--- src/rtl/tx_lane_framer.sv ---
// Four-lane transmit framer: wraps payload bytes as COM, STP, striped DATA, END
// and shifts each 8-bit symbol out MSB-first, one bit per enabled clock.
//
// state   | meaning
// --------+---------------------------------------------------------------
// IDLE    | idle symbol on all lanes, waiting for a buffered payload byte
// COM     | comma symbol on all lanes
// STP     | start-of-packet symbol on all lanes
// DATA    | data group (or SKP while the group is incomplete)
// END     | end-of-packet symbol on all lanes
module tx_lane_framer #(
    parameter logic [7:0] IDLE_SYM = 8'h7C,
    parameter logic [7:0] COM_SYM  = 8'hBC,
    parameter logic [7:0] STP_SYM  = 8'hFB,
    parameter logic [7:0] END_SYM  = 8'hFD,
    parameter logic [7:0] PAD_SYM  = 8'hF7,
    parameter logic [7:0] SKP_SYM  = 8'h1C
) (
    input  logic       clk,
    input  logic       reset,
    input  logic       enb,
    input  logic [7:0] data_in,
    input  logic       valid,
    input  logic       last,
    output logic       ready,
    output logic       L0,
    output logic       L1,
    output logic       L2,
    output logic       L3,
    output logic [3:0] S
);

    localparam logic [2:0] ST_IDLE = 3'd0;
    localparam logic [2:0] ST_COM  = 3'd1;
    localparam logic [2:0] ST_STP  = 3'd2;
    localparam logic [2:0] ST_DATA = 3'd3;
    localparam logic [2:0] ST_END  = 3'd4;

    localparam logic [3:0] S_IDLE = 4'd0;
    localparam logic [3:0] S_COM  = 4'd1;
    localparam logic [3:0] S_STP  = 4'd2;
    localparam logic [3:0] S_DATA = 4'd3;
    localparam logic [3:0] S_END  = 4'd4;
    localparam logic [3:0] S_SKP  = 4'd5;

    logic [2:0] state;
    logic [2:0] state_nxt;
    logic [3:0] s_nxt;
    logic [2:0] bitcnt;
    logic [7:0] sr      [4];
    logic [7:0] sym_nxt [4];
    logic [7:0] grp     [4];
    logic [2:0] count;
    logic       closed;
    logic       final_grp;
    logic       final_nxt;
    logic       load_group;
    logic       boundary;
    logic       complete;
    logic       accept;

    assign boundary = enb && (bitcnt == 3'd7);
    assign complete = (count == 3'd4) || closed;
    // Reset is folded in so ready drops the moment reset asserts.
    assign ready    = reset && enb && (count < 3'd4) && !closed;
    assign accept   = valid && ready;

    assign L0 = sr[0][7];
    assign L1 = sr[1][7];
    assign L2 = sr[2][7];
    assign L3 = sr[3][7];

    always_comb begin
        state_nxt  = state;
        s_nxt      = S;
        final_nxt  = final_grp;
        load_group = 1'b0;
        for (int k = 0; k < 4; k++) sym_nxt[k] = IDLE_SYM;
        case (state)
            ST_IDLE: begin
                if (count != 3'd0) begin
                    state_nxt = ST_COM;
                    s_nxt     = S_COM;
                    for (int k = 0; k < 4; k++) sym_nxt[k] = COM_SYM;
                end else begin
                    s_nxt = S_IDLE;
                end
            end
            ST_COM: begin
                state_nxt = ST_STP;
                s_nxt     = S_STP;
                for (int k = 0; k < 4; k++) sym_nxt[k] = STP_SYM;
            end
            ST_STP, ST_DATA: begin
                state_nxt = ST_DATA;
                if (state == ST_DATA && final_grp) begin
                    state_nxt = ST_END;
                    s_nxt     = S_END;
                    final_nxt = 1'b0;
                    for (int k = 0; k < 4; k++) sym_nxt[k] = END_SYM;
                end else if (complete) begin
                    load_group = 1'b1;
                    s_nxt      = S_DATA;
                    final_nxt  = closed;
                    for (int k = 0; k < 4; k++)
                        sym_nxt[k] = (count > 3'(k)) ? grp[k] : PAD_SYM;
                end else begin
                    s_nxt = S_SKP;
                    for (int k = 0; k < 4; k++) sym_nxt[k] = SKP_SYM;
                end
            end
            ST_END: begin
                state_nxt = ST_IDLE;
                s_nxt     = S_IDLE;
            end
            default: begin
                state_nxt = ST_IDLE;
                s_nxt     = S_IDLE;
            end
        endcase
    end

    always_ff @(posedge clk or negedge reset) begin
        if (!reset) begin
            state     <= ST_IDLE;
            S         <= S_IDLE;
            bitcnt    <= 3'd0;
            final_grp <= 1'b0;
            for (int k = 0; k < 4; k++) sr[k] <= IDLE_SYM;
        end else if (enb) begin
            if (boundary) begin
                state     <= state_nxt;
                S         <= s_nxt;
                final_grp <= final_nxt;
                bitcnt    <= 3'd0;
                for (int k = 0; k < 4; k++) sr[k] <= sym_nxt[k];
            end else begin
                bitcnt <= bitcnt + 3'd1;
                for (int k = 0; k < 4; k++) sr[k] <= {sr[k][6:0], 1'b0};
            end
        end
    end

    // A byte arriving on the edge a group is loaded starts the fresh buffer.
    always_ff @(posedge clk or negedge reset) begin
        if (!reset) begin
            count  <= 3'd0;
            closed <= 1'b0;
            for (int k = 0; k < 4; k++) grp[k] <= 8'h00;
        end else if (load_group && boundary) begin
            count  <= {2'b00, accept};
            closed <= accept && last;
            if (accept) grp[0] <= data_in;
        end else if (accept) begin
            grp[count[1:0]] <= data_in;
            count           <= count + 3'd1;
            closed          <= last;
        end
    end

endmodule

--- config.mk ---
export PLATFORM = sky130hd
export DESIGN_NAME = tx_lane_framer
export DESIGN_NICKNAME = d
export VERILOG_FILES = /design/src/rtl/tx_lane_framer.sv
export SDC_FILE = /design/constraint.sdc
export NUM_CORES = 1
export LEC_CHECK = 0
export ABC_AREA = 1
export ABC_CLOCK_PERIOD_IN_PS = 3400
export BUFFER_PORTS_ARGS = -buffer_cell sky130_fd_sc_hd__buf_2
export CORE_ASPECT_RATIO = 1.5
export CORE_MARGIN = 2
export CORE_UTILIZATION = 29
export CTS_CLUSTER_SIZE = 14
export DETAILED_ROUTE_END_ITERATION = 8
export PLACE_DENSITY = 0.46
export SYNTH_ARGS = -nofsm -noshare
export SYNTH_HDL_FRONTEND = slang
export SYNTH_SLANG_ARGS = --single-unit
--- constraint.sdc ---
create_clock -name clk -period 3.4 [get_ports clk]
set_input_delay 0.68 -clock clk [delete_from_list [all_inputs] [get_ports clk]]
set_output_delay 0.68 -clock clk [all_outputs]
set_load 0.01 [all_outputs]
==> flow_summary.toml <==
[run_status]
outcome = "complete, no violations"

[timing]
fin_crit_sh_pct = 67.2
setup_tns_ns = 0
final.setup_skew_ns = 0.00726
setup_viol = 0
tightestPinTransition_ns = 0.720
fin_crit_ns = 2.28
drv_slew = 0
maxSlewHeadroom_pct = 52.0
hold_viol_final = 0
rsz0062_at_grt = "false"
fin_hold_ws_ns = 0.234
max_clock_freq_ghz = 0.438

[synthesis]
synth-edff-count = 0
synth_cells = 435
netlist_area_sq_um = 3710
yosys-top-cells-count = "nand2_1, dfrtp_1, inv_1, o21ai_0, o21ai_1"
ys_seq_elements = 78
netlist.area_leader.share_pct = 39.1
ys_types = 33
synthTopCellsByArea = "dfrtp_1, dfstp_2, nand2_1"
synth-async-reset-ratio_pct = 100
synth_fp_nets = 455
synth_top_cell_by_area = "dfrtp_1"
ys.warnings.count = 0
synth_ff_type = "dfrtp_1"
synth_area_per_cell_sq_um = 8.54
yosysMostFrequentCell = "nand2_1"
yosysSeqAreaShare_pct = 53.2

[worst_setup_path]
critPathKind = "input pin to output port"
critPathCaptureType = "output port"
cp-start-kind = "input pin"
crit_required_ns = 2.72
worstPathArrival_ns = 1.60
path_max_fanout = 19

[cts]
cts_root_buf = "clkbuf_16"
cts_max_level = 3
clk_latency_ns = 0.34
cts_tree = "done"
path_clk_slew_ns = 0.05
postCtsSetupBuffers = 0
cts_buffers = 9
ctsResizeCount = 0
ctsHoldBuffers = 0
clockBufferDepth = 2
cts.sinks = 78

[pwr]
swShare_pct = 32.2
power.leakage_nw = 2.09
power.density_nw_per_um2 = 737
power_frac_comb_pct = 24.1
p_int_mw = 2.15
seq_power_share_pct = 40.2
clkPwrFrac_pct = 35.7
power.switching_mw = 1.02
power_mw = 3.16
ir_drop_v = 0.000227

[route]
vias = 2878
drc = 0
drtIter0Drc = 178
final_antenna_net_count = 0
wl_um = 9810
wl_per_cell_um = 15.9
dr.pass1.iters = 4
vias_per_cell = 4.66

[floorplanning]
dieArea_sq_um = 13700
fp-row-count = 50
io_pins = 22
fp.dieH_um = 143
core-area_sq_um = 12500
initial_core_util_pct = 29.7
die_w_um = 96.4

[global_routing]
antenna_found_initial = 0
grt-ovfl-total = 0
grt_pass1_vias = 3051
grt_pass1_wl_um = 16100
grt_max_degree = 57
grt_usage_pct = 15.8

[layout]
diodes = 0
fin_nets = 476
layout.cells.non_filler = 617
syn_to_final_growth_pct = 15.5
drive_above_1_share_pct = 16.7

[run]
cap_viol_max_count = 0

[min_path]
hold_path_class = "input pin to async pin"

[placed_design]
place_congestion = 0.855
hpwl_um = 7400
io_buffers = 20
dp_cells = 601
## critical path, stage by stage
cell and delay [ns]:
buf_2 0.29, buf_4 0.25, nand2_2 0.07, nor3_4 0.15, buf_2 0.16
## routing by layer
| layer | vias to the layer above | GRT usage [%] | share of wire, % |
|---|---|---|---|
| li1 | 1461 | - | - |
| met1 | 1341 | 19.6 | 44 |
| met2 | 56 | 25.7 | 49 |
| met3 | 20 | 2.64 | 2.7 |
| met4 | 0 | 8.67 | 4.0 |
| met5 | - | 0 | 0 |
## cells by family after synthesis
logic type      share of synthesized area, %
compound gates                          16.9
fa+ha+maj                               2.36
simple gates                            19.9
buf+inv                                 7.54
flops                                   53.2
other cells                            0.101
## cells in the final DEF (no fill, tap or decap), drive strengths merged, types with 6 or more instances in the layout
master    n
nand3     6
a21oi    26
buf      23
o21ai    68
dfstp    20
inv      46
nand2   131
nor3      8
o22ai     9
ha        7
dfrtp    58
nor2     27
clkbuf   13
## power groups by stage
stage               sequential (mW)  combinational, mW  clock (mW)
finish                         1.27              0.764        1.13
floorplan                      1.25              0.520           0
global placement               1.29              0.770           0
global route                   1.29              0.873        1.19
CTS                            1.27              0.768        1.15
detailed placement             1.28              0.765           0
## final timing paths
| kind | start | slack, ns | cells after the start | to |
|---|---|---|---|---|
| worst max-delay path | enb | 1.12 | 5 | ready |
| max in group asynchronous | reset | 2.13 | 2 | bitcnt[0] |
| worst min register to register | sr[14] | 0.47 | 2 | sr[14] |
| min in group clk | sr[14] | 0.47 | 2 | sr[14] |
| worst max register to register | bitcnt[0] | 1.19 | 7 | sr[28] |
| worst min-delay path | reset | 0.23 | 1 | count[0] |
## per-stage QoR
| stage | instance area, sq um | utilization [%] | setup slack [ns] |
|---|---|---|---|
| floorplan | 3710 | - | 1.68 |
| global placement | 3940 | 31.5 | 1.12 |
| detailed placement | 3940 | 31.5 | 1.08 |
| CTS | 4290 | 34.3 | 1.12 |
| global route | 4290 | 34.3 | 0.984 |
| finish | 4290 | 34.3 | 1.12 |
## final cells by class
type | count | area (sq um)
repair buffers | 23 | 125
multi-input cells | 296 | 1460
clock inverters | 3 | 90.1
well taps | 156 | 195
fillers | 1346 | 8220
inverters | 48 | 185
clock buffers | 13 | 260
flip-flops and latches | 78 | 1980
## flip-flops by register name, indices dropped and copies added, names as in the netlist, 3 cells and up
signal / cells
S: 3
bitcnt: 3
count: 3
grp: 32
sr: 28
state: 3
No activity file was read; power rests on OpenSTA's default activity.
